$ cat src/rtl/serial_sum_deserializer.sv
// Reassembles the LSB-first serial sum stream into a WIDTH-bit word behind a valid/ready handshake.
// Define SERIAL_DESER_OVF_EN to capture the final adder carry into ovf; otherwise ovf is tied to 0.
module serial_sum_deserializer #(
   parameter int WIDTH = 8
) (
   input  logic             clk,
   input  logic             rst_n,
   input  logic             bit_en,
   input  logic             sum_bit,
   input  logic             carry_in,
   input  logic             frame_start,
   output logic             out_valid,
   input  logic             out_ready,
   output logic [WIDTH-1:0] sum_out,
   output logic             ovf,
   output logic             busy,
   output logic             frame_err
);

   localparam int               CNT_W    = $clog2(WIDTH + 1);
   localparam logic [CNT_W-1:0] LAST_CNT = CNT_W'(WIDTH - 1);

   typedef enum logic [1:0] {
      IDLE  = 2'd0,
      SHIFT = 2'd1,
      HOLD  = 2'd2
   } state_t;

   state_t           state;
   logic [WIDTH-1:0] sh;
   logic [CNT_W-1:0] cnt;
   logic [WIDTH-1:0] sh_next;
   logic             start_bit;
   logic             data_bit;
   logic             last_bit;

   // New bits enter at the MSB so that after WIDTH captures bit 0 sits in sh[0].
   assign sh_next   = {sum_bit, sh[WIDTH-1:1]};
   assign start_bit = bit_en & frame_start;
   assign data_bit  = bit_en & ~frame_start;
   assign last_bit  = (state == SHIFT) && data_bit && (cnt == LAST_CNT);

   assign sum_out = sh;

   // NOTE: every register here uses non-blocking assignment so all state updates see pre-edge values.
   always_ff @(posedge clk or negedge rst_n) begin
      if (!rst_n) begin
         state     <= IDLE;
         sh        <= '0;
         cnt       <= '0;
         out_valid <= 1'b0;
         busy      <= 1'b0;
         frame_err <= 1'b0;
      end else begin
         frame_err <= 1'b0;
         case (state)
            IDLE: begin
               if (start_bit) begin
                  sh    <= sh_next;
                  cnt   <= CNT_W'(1);
                  state <= SHIFT;
                  busy  <= 1'b1;
               end else if (data_bit) begin
                  frame_err <= 1'b1;
               end
            end

            SHIFT: begin
               if (bit_en) begin
                  sh <= sh_next;
                  if (frame_start) begin
                     // A fresh frame_start abandons the partial word and restarts at bit 0.
                     frame_err <= 1'b1;
                     cnt       <= CNT_W'(1);
                  end else if (last_bit) begin
                     cnt       <= cnt + CNT_W'(1);
                     state     <= HOLD;
                     busy      <= 1'b0;
                     out_valid <= 1'b1;
                  end else begin
                     cnt <= cnt + CNT_W'(1);
                  end
               end
            end

            HOLD: begin
               if (out_ready) begin
                  out_valid <= 1'b0;
                  if (start_bit) begin
                     // Handshake and next word's bit 0 share this edge: no bubble.
                     sh    <= sh_next;
                     cnt   <= CNT_W'(1);
                     state <= SHIFT;
                     busy  <= 1'b1;
                  end else begin
                     cnt       <= '0;
                     state     <= IDLE;
                     frame_err <= data_bit;
                  end
               end else if (bit_en) begin
                  frame_err <= 1'b1;
               end
            end

            default: begin
               state     <= IDLE;
               cnt       <= '0;
               out_valid <= 1'b0;
               busy      <= 1'b0;
            end
         endcase
      end
   end

`ifdef SERIAL_DESER_OVF_EN
   logic ovf_q;
   logic handshake;

   assign handshake = (state == HOLD) && out_ready;

   always_ff @(posedge clk or negedge rst_n) begin
      if (!rst_n) begin
         ovf_q <= 1'b0;
      end else if (last_bit) begin
         ovf_q <= carry_in;
      end else if (handshake) begin
         ovf_q <= 1'b0;
      end
   end

   assign ovf = ovf_q;
`else
   logic unused_carry;

   assign unused_carry = carry_in;
   assign ovf          = 1'b0;
`endif

endmodule

$ cat config.mk
export PLATFORM = sky130hd
export DESIGN_NAME = serial_sum_deserializer
export DESIGN_NICKNAME = d
export VERILOG_FILES = /design/src/rtl/serial_sum_deserializer.sv
export SDC_FILE = /design/constraint.sdc
export NUM_CORES = 1
export LEC_CHECK = 0
export BUFFER_PORTS_ARGS = -buffer_cell sky130_fd_sc_hd__buf_2
export CORE_MARGIN = 2
export CORE_UTILIZATION = 45
export CTS_BUF_LIST = sky130_fd_sc_hd__clkbuf_4 sky130_fd_sc_hd__clkbuf_8
export CTS_CLUSTER_SIZE = 10
export DETAILED_ROUTE_END_ITERATION = 12
export GPL_TIMING_DRIVEN = 0
export PLACE_DENSITY = 0.69
export SLEW_MARGIN = 40
export SYNTH_ARGS = -nofsm -noshare
export SYNTH_HDL_FRONTEND = slang
export SYNTH_SLANG_ARGS = --single-unit
export TNS_END_PERCENT = 20
$ cat constraint.sdc
create_clock -name clk -period 3.5 [get_ports clk]
set_input_delay 0.525 -clock clk [delete_from_list [all_inputs] [get_ports clk]]
set_output_delay 0.525 -clock clk [all_outputs]
set_load 0.02 [all_outputs]
==> Word level (Yosys, flattened, before mapping) <==
Index checks and enable logic that the tools add are counted.
{ "classes": {"mul": 0, "eq_ne": 8, "div_mod_pow": 0, "n_addsub": 1, "shifts": 0, "order_cmp": 0, "reduce_logical": 9, "n_mux": 36, "n_bitwise": 4} }
{ "ops": {"columns": ["operator", "count"], "rows": [
  ["8-bit 2-to-1 mux", 3],
  ["8-bit one-hot mux with 3 select lines", 1],
  ["1-bit 2-to-1 mux", 18],
  ["4-bit 2-to-1 mux", 4],
  ["4-bit one-hot mux with 3 select lines", 1],
  ["2-bit 2-to-1 mux", 5],
  ["2-bit inequality test (second input constant)", 5],
  ["5-bit AND reduction", 2],
  ["1-bit one-hot mux with 3 select lines", 3],
  ["2-bit one-hot mux with 3 select lines", 1],
  ["3-bit AND reduction", 2],
  ["4-bit by 1-bit adder with 4-bit output (second input constant)", 1],
  ["4-bit by 3-bit == test with 1-bit output (second input constant)", 1],
  ["4-bit AND reduction", 1],
  ["3-bit nonzero test", 1],
  ["1-bit AND", 2],
  ["2-bit by 1-bit == test with 1-bit output (second input constant)", 1],
  ["2-bit == test (second input constant)", 1],
  ["1-bit logical AND", 2],
  ["2-bit zero test", 1],
  ["1-bit inverter", 2]
]} }
{ "word_totals": {"n_memories": 0, "elab_cells": 64, "ram_bits": 0, "romBits": 0, "out_inout_bits": 12, "inputBits": 7, "latch_bits": 0, "register_bits": 17} }

==> Logic depth before layout (Yosys ltp) <==
Gate-level depths: netlist of run 1.
{ "depth": {"ltp_word": 8, "mapped_depth": 4, "depth_no_buf": 4} }

==> Worst setup path after synthesis of run 1 <==
No wires, ideal clock.
{ "synth_timing": {"kind": "input -> register", "startpoint": "input bit_en", "endpoint": "register sh[7], in the netlist sum_out[7]", "t_arrival_ns": 1.294, "n_path_buf": 1, "required_time_ns": 3.375, "setup_ns": 0.125, "path_slack_ns": 2.081, "stages": 4, "cell_sequence": "buf_4 > o21ai_2 > a21oi_4 > mux2_2"} }
{ "synth_between": {"elab_chain_cells": 4, "elab_cells_between_ends": 6, "classes_between": "1 x eq/ne; 3 x mux; 1 x bitwise; 1 x reduce/logical"} }
{ "synth_lines": {"columns": ["item", "line_no", "source"], "rows": [
  ["start: declaration", "8", "input logic bit_en,"],
  ["1-bit AND", "39", "assign start_bit = bit_en & frame_start;"],
  ["8-bit 2-to-1 mux (2 in series)", null, null],
  ["8-bit one-hot mux with 3 select lines", null, null],
  ["end signal: assignment", "59", "sh <= sh_next;"],
  ["end signal: assignment", "70", "sh <= sh_next;"],
  ["end signal: assignment", "91", "sh <= sh_next;"],
  ["end: declaration", "30", "logic [WIDTH-1:0] sh;"]
]} }
Parallel ways exist; a longest one is shown, timed or not. The select of a mux whose other input is x is not followed.
A chain may end at the register's enable or synchronous reset.

==> Final worst setup path of run 1 <==
{ "layout_timing": {"startpoint": "register state[0]", "endpoint": "register sh[0], in the netlist sum_out[0]"} }
{ "layout_between": {"elab_chain_cells": 3, "elab_cells_between_ends": 8, "classes_between": "4 x eq/ne; 1 x mux; 3 x reduce/logical"} }
{ "layout_lines": {"columns": ["item", "line_no", "source"], "rows": [
  ["start: declaration", "29", "state_t state;"],
  ["start signal: assignment", "48", "state <= IDLE;"],
  ["start signal: assignment", "61", "state <= SHIFT;"],
  ["start signal: assignment", "77", "state <= HOLD;"],
  ["2-bit == test (tied with other cells)", "56", "case (state)"],
  ["2-bit inequality test (no source line) or 3-bit nonzero test (tied branches)", null, null],
  ["3-bit AND reduction (no source line)", null, null]
]} }
Parallel ways exist; a longest one is shown, timed or not.

==> implementation parameters, run 1 <==
Parameter                              Value

Final layout
  Number of fill cells ... 171
  Count of antenna diodes in the layout ... 0
  Storage element area ... between 400 and 500 µm²
  Synth-to-Final Area Change ... 15.9%
  Final instance area ... about 980 µm²
  Proportion of layout cells with a drive suffix above 1 ... 0.413
  Area of the multi-input gates ... 364 µm²
  Post-Layout Cell Count ... between 100 and 150
  Total number of nets in the final design ... between 100 and 150

Synthesis
  Avg Cell Area, Syn ... between 10 and 15 µm²
  Nets in the synthesized netlist ... 81
  Cell area after technology mapping ... ~840 µm²
  Share of the yosys chip area belonging to registers ... 0.505
  Flip-flop and latch count after synthesis ... 17
  Yosys Warn Count ... 0
  Synthesized netlist cell count ... 73
  Netlist cell types ... 28

Worst setup path
  Setup crit start kind ... flop
  Worst setup EP type ... flop
  Worst-path fanout max ... 8
  Crit path cell chain ... nand2b_1 > a21oi_4 > mux2_2
  Worst setup path class ... reg2reg
  Slowest cell on crit path ... dfrtp_1
  CP top delay family ... flip-flops
  Arrival time worst endpoint ... roughly 1.6 ns
  Delay contributed by the slowest stage of the critical path ... roughly 0.39 ns
  Critical path buffers and inverters ... 0
  Required @ worst endpoint ... approximately 3.7 ns

Flow run
  Max Cap Violations ... 0

Power
  Total power of the final layout ... 0.725 mW
  IR drop worst, VDD ... 0.000378 V
  Leakage ... between 0.4 and 0.5 nW
  Pwr Density ... about 740 mW/mm²

Drt
  Total DRC errors in the routed layout ... 0
  Routed length per placed instance ... 12.5 µm
  Number of DRC markers after the initial detailed-route iteration ... 5
  Total wirelength of the detailed-routed design ... 1460 µm
  Detailed-route via count ... 606
  Post-detailed-route via-to-cell ratio ... 5.18
  Drt pass-1 iters ... 4
  Count of antenna-violating nets left after detailed routing ... 0

GRT
  Global-route wire length before repair ... around 2400 µm
  Number of antenna violations at the first check in global routing ... 0
  Remaining global-route overflow ... 0
  Pin count of the biggest net entering global routing ... 18
  Overall global routing resource usage ... 0.157
  Number of global-route vias before repair ... 560

Clock network
  Clock Tree Root ... clkbuf_4
  Clk sink count ... 17
  Post-cts hold buffer count ... 0
  CTS clock-pin slew for the worst setup and hold paths ... about 0.10 ns
  Number of gates resized after cts ... 0
  Clock latency reported for the late side of the worst-skew pair ... roughly 0.28 ns
  Number of levels the H-tree was split into ... 1
  Clock buffer count from CTS ... 3
  # Post-CTS Setup Buffers ... 0
  Clock tree from TritonCTS ... done
  Clock tree buffer depth ... 2

Status
  Result of the run ... finished, final reports clean

Placement
  Dpl cells ... around 110
  DP HPWL ... approximately 1100 µm
  Post-Place Cell Area ... approximately 950 µm²
  Count of port buffers added during placement ... 15
  Worst setup timing slack at the placement stage ... approximately 1.9 ns
  Global placer's final weighted congestion ... approximately 0.8

Floorplanning
  Die outline width ... between 40 and 50 µm
  Number of I/O pins ... 19
  Starting utilization of the core area ... 0.482
  Die boundary height ... around 47 µm
  Core ar. ... 0.00175 mm²
  # rows ... 15
  Overall die area ... 0.00223 mm²

Timing
  Aggregate negative setup slack ... 0 ns
  Peak clock frequency supported by timing ... approximately 720 MHz
  Final hold vios ... 0
  Part of the cycle the worst path needs ... 0.398
  Final slew viol count ... 0
  Final number of setup-violating endpoints ... 0
  Worst Skew ... approximately 0.0029 ns
  Final Critical Period ... roughly 1.4 ns
  RSZ-0062 raised after global routing ... no
  Worst Setup Slack, final ... around 2.1 ns

Min path
  Path class of the lowest-slack min-delay path ... in2async
## through the flow
step	hold slack, ns	util
6_report	0.145	0.559
5_1_grt	0.146	0.559
4_1_cts	0.148	0.559
3_5_place_dp	0.470	0.543
3_3_place_gp	0.466	0.543
2_1_floorplan	0.229	-
## power by group
part           switching [mW]  leakage (nW)  total (mW)  internal, mW
Combinational           0.168         0.221       0.300         0.132
Clock                  0.0602        0.0177       0.103        0.0423
Sequential             0.0493         0.204       0.323         0.274
## final timing paths
check	startpoint	slack [ns]	cells past startpoint	to
worst max register to register	state[0]$_DFFE_PN0P_	2.11	3	sum_out[0]$_DFFE_PN0P_
worst max-delay path	state[0]$_DFFE_PN0P_	2.11	3	sum_out[0]$_DFFE_PN0P_
worst min-delay path	rst_n	0.14	1	state[0]$_DFFE_PN0P_
min in group clk	sum_bit	0.47	2	sum_out[7]$_DFFE_PN0P_
worst min register to register	sum_out[0]$_DFFE_PN0P_	0.53	1	sum_out[0]$_DFFE_PN0P_
max in group asynchronous	rst_n	3.09	1	sum_out[0]$_DFFE_PN0P_
## state kept, by name, indices dropped and copies added (netlist names)
name,count
sum_out,8
frame_err,1
state,2
busy,1
out_valid,1
cnt,4
## cell usage after synthesis
master | instances | share of area
mux2_2 | 8 | 0.11
o21ai_0 | 4 | 0.024
o21a_1 | 1 | 0.0089
nor3b_2 | 1 | 0.015
mux2i_1 | 2 | 0.024
o211ai_1 | 2 | 0.018
and2b_2 | 1 | 0.010
o22ai_1 | 2 | 0.015
nand2b_1 | 2 | 0.015
dfrtp_1 | 17 | 0.51
nand3b_1 | 3 | 0.027
conb_1 | 1 | 0.0045
a21oi_4 | 1 | 0.019
and3_1 | 1 | 0.0074
buf_6 | 1 | 0.013
o311ai_0 | 1 | 0.010
nor2_1 | 1 | 0.0045
o21ai_2 | 1 | 0.010
buf_4 | 3 | 0.027
a31o_2 | 2 | 0.021
and3_2 | 1 | 0.0089
a31oi_1 | 1 | 0.0074
a21oi_1 | 2 | 0.012
inv_1 | 5 | 0.022
nand2_1 | 4 | 0.018
ha_1 | 1 | 0.015
a21o_1 | 1 | 0.0089
nand4_1 | 3 | 0.022
## routing by layer
metal,track usage,share of wire
met1,0.214,0.48
met4,0.0667,0.0082
met2,0.241,0.48
met5,0,0
met3,0.0346,0.032
## logic make-up after synthesis
| family | share of synthesized area |
|---|---|
| compound gates | 0.155 |
| fa+ha+maj | 0.0149 |
| buf+inv | 0.0624 |
| flops | 0.505 |
| mux | 0.131 |
| other cells | 0.00445 |
| simple gates | 0.128 |
## area by class of cell
class / count / share of cell area
Inverter: 5 / 0.0192
Tap cell: 25 / 0.0321
Timing Repair Buffer: 15 / 0.0769
Buffer: 4 / 0.0346
Multi-Input combinational cell: 47 / 0.373
Clock inverter: 1 / 0.00513
Sequential cell: 17 / 0.436
Clock buffer: 3 / 0.0231
## placed cells by master, fill, tap and decap left out, types with 2 or more instances in the layout
cell type,count
o211ai_1,2
nand4_1,3
o21ai_0,4
mux2_2,8
clkbuf_4,3
buf_4,3
o22ai_1,2
dfrtp_1,17
mux2i_1,2
nand3b_1,3
a21oi_1,2
inv_1,5
buf_2,15
nand2_1,4
nand2b_1,2
a31o_2,2
No activity file was read; power rests on OpenSTA's default activity.
==> inputs of run 2 (changes only) <==
ABC_AREA = 1   (was default)
clock period = 1.3 ns   (was 3.5 ns; I/O delays follow)
==> run 2 against run 1 <==
Core utilization is 0.99 points higher. Highest routed layer is now met3. Global-route usage up 1.3 points. Largest cell class unchanged. Synthesized cell count up 47%. First-iteration DRC count grew to 4.6 times the previous value. Critical path depth up 3. Largest power group is now combinational logic.
==> implementation parameters, run 2 <==
Parameter                              Value

Synthesis
  Most used flip-flop cell after synthesis ... dfrtp_1 (unchanged)
  Avg Cell Area, Syn ... 8.26 µm² (was 11.5 µm²)
  Share of Yosys cell area claimed by the top area cell type ... 0.482 (was 0.505)
  Yosys top cell by area ... dfrtp_1 (unchanged)
  Cell area after technology mapping ... 883 µm² (was 842 µm²)
  Share of the yosys chip area belonging to registers ... 0.482 (was 0.505)
  Dominant cells by area after synthesis ... dfrtp_1 (48%), nand2_1 (15%), o21ai_0 (6.2%) (was dfrtp_1 (51%), mux2_2 (11%), buf_4 (2.7%))
  Library cell with the highest instance count after synthesis ... nand2_1 (was dfrtp_1)
  Nets in the synthesized netlist ... 115 (was 81)
  Flip-flop and latch count after synthesis ... 17 (unchanged)
  Yosys Warn Count ... 0 (unchanged)
  Synthesized netlist cell count ... 107 (was 73)
  Proportion of synthesized flip-flops having asynchronous set or reset ... 1.00 (unchanged)
  Number of synthesized flops with an enable pin ... 0 (unchanged)
  Leading cell types by count after synthesis ... nand2_1 (35), dfrtp_1 (17), o21ai_0 (11) (was dfrtp_1 (17), mux2_2 (8), inv_1 (5))
  Netlist cell types ... 19 (was 28)

Power
  Leakage ... 0.609 nW (was 0.442 nW)
  Cell-internal power ... 1.17 mW (was 0.448 mW)
  Combinational fraction of design power ... 0.441 (was 0.414)
  Pwr Density ... 1880 mW/mm² (was 743 mW/mm²)
  Total power of the final layout ... 2.04 mW (was 0.725 mW)
  Switching power ... 0.868 mW (was 0.278 mW)
  IR drop worst, VDD ... 0.00108 V (was 0.000378 V)
  Share of total power consumed by net switching ... 0.426 (was 0.383)
  Clock network fraction of total power ... 0.143 (was 0.141)
  Share of total power in sequential cells ... 0.416 (was 0.445)

Final layout
  Total number of nets in the final design ... 141 (was 101)
  Synth-to-Final Area Change ... 22.5% (was 15.9%)
  Number of flip-flops under the largest register name ... 8 (unchanged)
  Number of fill cells ... 183 (was 171)
  Proportion of layout cells with a drive suffix above 1 ... 0.303 (was 0.413)
  Leading cell type in the layout, fill and taps excluded ... nand2_1 (was dfrtp_1)
  Count of antenna diodes in the layout ... 0 (unchanged)
  Highest-count cells in the layout ignoring fill and taps ... nand2_1 (34), buf_2 (16), dfrtp_1 (15) (was dfrtp_1 (17), buf_2 (15), mux2_2 (8))

Floorplanning
  Starting utilization of the core area ... 0.464 (was 0.482)
  Core ar. ... 0.00190 mm² (was 0.00175 mm²)
  Die outline width ... 48.3 µm (was 47.3 µm)
  # rows ... 16 (was 15)
  Die boundary height ... 48.3 µm (was 47.3 µm)
  Overall die area ... 0.00233 mm² (was 0.00223 mm²)
  Number of I/O pins ... 19 (unchanged)

Drt
  Number of DRC markers after the initial detailed-route iteration ... 23 (was 5)
  Detailed-route via count ... 782 (was 606)
  Routed length per placed instance ... 11.2 µm (was 12.5 µm)
  Total wirelength of the detailed-routed design ... 1770 µm (was 1460 µm)
  Drt pass-1 iters ... 4 (unchanged)
  Post-detailed-route via-to-cell ratio ... 4.92 (was 5.18)
  Count of antenna-violating nets left after detailed routing ... 0 (unchanged)
  Total DRC errors in the routed layout ... 0 (unchanged)

Timing
  Final number of setup-violating endpoints ... 0 (unchanged)
  Worst Skew ... 0.00331 ns (was 0.00291 ns)
  Part of the cycle the worst path needs ... 0.925 (was 0.398)
  Final slew viol count ... 0 (unchanged)
  Worst Setup Slack, final ... 0.0980 ns (was 2.11 ns)
  Final hold vios ... 0 (unchanged)
  Worst hold-check slack ... 0.0986 ns (was 0.145 ns)
  Final Critical Period ... 1.20 ns (was 1.39 ns)
  Peak clock frequency supported by timing ... 832 MHz (was 717 MHz)

Worst setup path
  Required @ worst endpoint ... 1.49 ns (was 3.67 ns)
  Arrival time worst endpoint ... 1.39 ns (was 1.57 ns)
  Worst setup path class ... reg2reg (unchanged)
  Worst setup EP type ... flop (unchanged)
  Worst-path fanout max ... 9 (was 8)
  Setup crit start kind ... flop (unchanged)

Placement
  Worst setup timing slack at the placement stage ... 0.0436 ns (was 1.92 ns)
  DP HPWL ... 1250 µm (was 1070 µm)
  Count of port buffers added during placement ... 16 (was 15)
  Global placer's final weighted congestion ... 0.840 (was 0.792)

GRT
  Global-route wire length before repair ... 3150 µm (was 2440 µm)
  Remaining global-route overflow ... 0 (unchanged)
  Number of global-route vias before repair ... 736 (was 560)
  Number of antenna violations at the first check in global routing ... 0 (unchanged)
  Overall global routing resource usage ... 0.170 (was 0.157)
  Pin count of the biggest net entering global routing ... 18 (unchanged)

Min path
  Path class of the lowest-slack min-delay path ... in2reg (was in2async)

Clock network
  Clock Tree Root ... clkbuf_4 (unchanged)
  Clock buffer count from CTS ... 3 (unchanged)
  Clk sink count ... 17 (unchanged)
  CTS clock-pin slew for the worst setup and hold paths ... 0.11 ns (was 0.10 ns)
  Clock latency reported for the late side of the worst-skew pair ... 0.29 ns (was 0.28 ns)
  Number of levels the H-tree was split into ... 1 (unchanged)
  Clock tree buffer depth ... 2 (unchanged)
  Clock tree from TritonCTS ... done (unchanged)

Status
  Result of the run ... finished, final reports clean (unchanged)

Flow run
  Max Cap Violations ... 0 (unchanged)
==> run 2: cell type report <==
cell class	count	area, µm²	share of cell area
Timing Repair Buffer	21	120	0.111
Tap cell	27	33.8	0.0312
Clock inverter	1	5.00	0.00462
Buffer	1	7.51	0.00694
Multi-Input combinational cell	78	419	0.387
Inverter	11	46.3	0.0428
Clock buffer	3	22.5	0.0208
Sequential cell	17	428	0.395
==> run 2: metrics by stage <==
stage                     setup TNS [ns]  std cells   util  area [µm²]
after floorplan                        0        107      -         883
after global placement                 0        150  0.524         997
after detailed placement               0        150  0.524         997
after CTS                              0        155  0.544        1030
after global routing            -0.00913        159  0.569        1080
final                                  0        159  0.569        1080
==> run 2: logic make-up (layout without fill, tap and decap cells) <==
group | count (synthesis) | after routing | synth area share
simple gates | 58 | 58 | 0.326
buf+inv | 12 | 37 | 0.0552
compound gates | 18 | 18 | 0.119
flops | 17 | 17 | 0.482
fa+ha+maj | 1 | 1 | 0.0142
other cells | 1 | 1 | 0.00425
==> run 2: per-layer routing <==
layer	GRT usage	vias up	routed length (µm)	part of all wire
li1	-	395	-	-
met2	0.248	30	863	0.49
met1	0.237	357	813	0.46
met5	0	-	0	0
met3	0.0340	0	96	0.054
met4	0.100	0	0	0
==> run 2: path summary, 6_finish.rpt <==
check / to / slack (ns) / cells after the start / from
worst max register to register: sum_out[6]$_DFFE_PN0P_ / 0.1 / 6 / state[1]$_DFFE_PN0P_
worst min-delay path: sum_out[7]$_DFFE_PN0P_ / 0.1 / 3 / sum_bit
min in group asynchronous: cnt[2]$_DFFE_PN0P_ / 0.34 / 2 / rst_n
worst min register to register: out_valid$_DFFE_PN0P_ / 0.49 / 2 / out_valid$_DFFE_PN0P_
worst max-delay path: sum_out[6]$_DFFE_PN0P_ / 0.1 / 6 / state[1]$_DFFE_PN0P_
max in group asynchronous: state[1]$_DFFE_PN0P_ / 0.68 / 2 / rst_n
==> run 2: critical path: stages, from the launching register on <==
cell and delay [ns]:
dfrtp_2 0.49, nor2_4 0.20, nand2_4 0.09, nand2_4 0.12
nor2_4 0.08, nand2_1 0.07, nand2_1 0.05
==> run 2: repair_timing <==
action,CTS,global route
setup buffers,0,4
hold buffers,1,0
endpoints found under the hold margin,17,0
endpoints found under the setup margin,0,15
resized for setup,0,8
==> run 2: power by group through the flow <==
stage / Clock, mW / Combinational [mW] / Sequential (mW)
6_report: 0.292 / 0.898 / 0.846
5_1_grt: 0.335 / 1.02 / 0.875
4_1_cts: 0.298 / 0.796 / 0.854
3_5_place_dp: 0 / 0.789 / 0.866
3_3_place_gp: 0 / 0.776 / 0.852
2_1_floorplan: 0 / 0.401 / 1.01
==> inputs of run 3 (changes only) <==
CORE_UTILIZATION = 50   (was 45)
PLACE_DENSITY = 0.75   (was 0.69)
==> run 3 against run 2 <==
Power shrank 2.1%. Design area shrank 2.8%. Via count shrank 2.4%.
==> implementation parameters, run 3 (synthesis results as in run 2) <==
Parameter                              Value

Timing
  Aggregate negative setup slack ... 0 ns (unchanged)
  Worst Skew ... 0.00367 ns (was 0.00331 ns)
  Peak clock frequency supported by timing ... 824 MHz (was 832 MHz)
  Final hold vios ... 0 (unchanged)
  Part of the cycle the worst path needs ... 0.934 (was 0.925)
  Worst Setup Slack, final ... 0.0858 ns (was 0.0980 ns)
  Final slew viol count ... 0 (unchanged)
  RSZ-0062 raised after global routing ... yes
  Final number of setup-violating endpoints ... 0 (unchanged)
  Final Critical Period ... 1.21 ns (was 1.20 ns)

Floorplanning
  Number of I/O pins ... 19 (unchanged)
  Starting utilization of the core area ... 0.523 (was 0.464)
  Die boundary height ... 46.0 µm (was 48.3 µm)
  Core ar. ... 0.00169 mm² (was 0.00190 mm²)
  Die outline width ... 46.0 µm (was 48.3 µm)
  # rows ... 15 (was 16)
  Overall die area ... 0.00212 mm² (was 0.00233 mm²)

Power
  Combinational fraction of design power ... 0.422 (was 0.441)
  Pwr Density ... 1890 mW/mm² (was 1880 mW/mm²)
  Share of total power consumed by net switching ... 0.431 (was 0.426)
  Share of total power in sequential cells ... 0.433 (was 0.416)
  IR drop worst, VDD ... 0.00114 V (was 0.00108 V)
  Total power of the final layout ... 1.99 mW (was 2.04 mW)
  Leakage ... 0.599 nW (was 0.609 nW)
  Cell-internal power ... 1.13 mW (was 1.17 mW)
  Clock network fraction of total power ... 0.145 (was 0.143)
  Switching power ... 0.859 mW (was 0.868 mW)

Status
  Result of the run ... finished, final reports clean (unchanged)

Worst setup path
  Worst-path fanout max ... 5 (was 9)
  CP top delay family ... flip-flops (was simple AND/OR/NAND/NOR gates)
  Arrival time worst endpoint ... 1.41 ns (was 1.39 ns)
  Most used cell along the critical path ... nand2_1
  Required @ worst endpoint ... 1.49 ns (about the same)
  Setup crit start kind ... flop (unchanged)
  Worst setup EP type ... flop (unchanged)
  Critical path buffers and inverters ... 1 (was 0)
  Crit path cell chain ... ha_2 > nand2_1 > inv_2 > nand3_1 > nand2_2 > nand3_1 > nand2_1 > nand2_1 (was nor2_4 > nand2_4 > nand2_4 > nor2_4 > nand2_1 > nand2_1)
  Slowest cell on crit path ... dfrtp_1 (was dfrtp_2)
  Delay contributed by the slowest stage of the critical path ... 0.43 ns (was 0.49 ns)
  Worst setup path class ... reg2reg (unchanged)

Drt
  Routed length per placed instance ... 11.5 µm (was 11.2 µm)
  Total DRC errors in the routed layout ... 0 (unchanged)
  Count of antenna-violating nets left after detailed routing ... 0 (unchanged)
  Number of DRC markers after the initial detailed-route iteration ... 10 (was 23)
  Total wirelength of the detailed-routed design ... 1700 µm (was 1770 µm)
  Detailed-route via count ... 763 (was 782)
  Post-detailed-route via-to-cell ratio ... 5.19 (was 4.92)
  Drt pass-1 iters ... 4 (unchanged)

Clock network
  Clock tree buffer depth ... 2 (unchanged)
  Clock tree from TritonCTS ... done (unchanged)
  Number of levels the H-tree was split into ... 1 (unchanged)
  Clk sink count ... 17 (unchanged)
  Clock Tree Root ... clkbuf_4 (unchanged)
  Clock buffer count from CTS ... 3 (unchanged)
  Clock latency reported for the late side of the worst-skew pair ... 0.30 ns (was 0.29 ns)
  CTS clock-pin slew for the worst setup and hold paths ... 0.10 ns (was 0.11 ns)

GRT
  Number of antenna violations at the first check in global routing ... 0 (unchanged)
  Remaining global-route overflow ... 0 (unchanged)
  Overall global routing resource usage ... 0.176 (was 0.170)
  Global-route wire length before repair ... 2650 µm (was 3150 µm)
  Pin count of the biggest net entering global routing ... 18 (unchanged)
  Number of global-route vias before repair ... 623 (was 736)

Placement
  Global placer's final weighted congestion ... 0.825 (was 0.840)
  Worst setup timing slack at the placement stage ... 0.0545 ns (was 0.0436 ns)
  Count of port buffers added during placement ... 16 (unchanged)
  DP HPWL ... 1210 µm (was 1250 µm)

Final layout
  Count of antenna diodes in the layout ... 0 (unchanged)
  Leading cell type in the layout, fill and taps excluded ... nand2_1 (unchanged)
  Highest-count cells in the layout ignoring fill and taps ... nand2_1 (33), buf_2 (16), dfrtp_1 (15) (was nand2_1 (34), buf_2 (16), dfrtp_1 (15))
  Total number of nets in the final design ... 139 (was 141)
  Number of flip-flops under the largest register name ... 8 (unchanged)
  Synth-to-Final Area Change ... 19.1% (was 22.5%)
  Util after Layout ... 0.623 (was 0.569)
  Proportion of layout cells with a drive suffix above 1 ... 0.292 (was 0.303)

Min path
  Path class of the lowest-slack min-delay path ... in2reg (unchanged)

Flow run
  Max Cap Violations ... 0 (unchanged)
[run 3: cell types whose count changed in the layout (fill, tap and decap cells not counted)]
cell,before,now
buf_4,5,3
nand2_1,34,33
nand2_2,1,2
nand3_1,9,10
nand3_2,2,1
o21ai_0,11,10
o21ai_1,4,5
[run 3: per-stage QoR]
| stage | std cells | instance area [µm²] | hold WS [ns] |
|---|---|---|---|
| finish | 147 | 1050 | 0.0940 |
| global route | 147 | 1050 | 0.103 |
| CTS | 145 | 1020 | 0.0950 |
| detailed placement | 140 | 985 | 0.138 |
| global placement | 140 | 985 | 0.135 |
| floorplan | 107 | 883 | -0.101 |
[run 3: path summary, 6_finish.rpt]
kind | startpoint | slack (ns) | endpoint | cells past startpoint
worst max register to register | cnt[0]$_DFFE_PN0P_ | 0.09 | out_valid$_DFFE_PN0P_ | 8
min in group asynchronous | rst_n | 0.34 | cnt[2]$_DFFE_PN0P_ | 2
worst min-delay path | sum_bit | 0.09 | sum_out[7]$_DFFE_PN0P_ | 3
worst min register to register | out_valid$_DFFE_PN0P_ | 0.48 | out_valid$_DFFE_PN0P_ | 2
worst max-delay path | cnt[0]$_DFFE_PN0P_ | 0.09 | out_valid$_DFFE_PN0P_ | 8
max in group asynchronous | rst_n | 0.66 | state[1]$_DFFE_PN0P_ | 2
[run 3: tightest hold or removal path, cell delays in order]
cell     delay (ns)
buf_2          0.07
nand2_1        0.04
nand2_1        0.05
[run 3: area by class of cell]
| cell class | instances | area [µm²] |
|---|---|---|
| plain buffers | 1 | 7.51 |
| clock buffers | 3 | 22.5 |
| clock inverters | 1 | 5.00 |
| fillers | 159 | 637 |
| inverters | 11 | 46.3 |
| multi-input cells | 78 | 417 |
| flip-flops and latches | 17 | 428 |
| well taps | 17 | 21.3 |
| repair buffers | 19 | 105 |
[run 3: what timing repair did]
action | in CTS | in global routing
setup buffers | 0 | 2
setup endpoints to repair | 0 | 15
gates resized for setup | 0 | 9
hold endpoints to repair | 17 | 0
hold buffers | 1 | 0
[run 3: metal layers]
layer / vias up / wire [µm] / share of wire / GRT usage
li1: 395 / - / - / -
met1: 344 / 799 / 0.47 / 0.238
met2: 19 / 809 / 0.48 / 0.267
met3: 5 / 48 / 0.028 / 0.0238
met4: 0 / 40 / 0.024 / 0.103
met5: - / 0 / 0 / 0
[run 3: power by group through the flow]
stage | sequential, mW | clock [mW] | combinational (mW)
2_1_floorplan | 1.01 | 0 | 0.401
3_3_place_gp | 0.853 | 0 | 0.773
4_1_cts | 0.852 | 0.297 | 0.792
5_1_grt | 0.887 | 0.318 | 0.943
6_report | 0.863 | 0.290 | 0.841
3_5_place_dp | 0.864 | 0 | 0.787
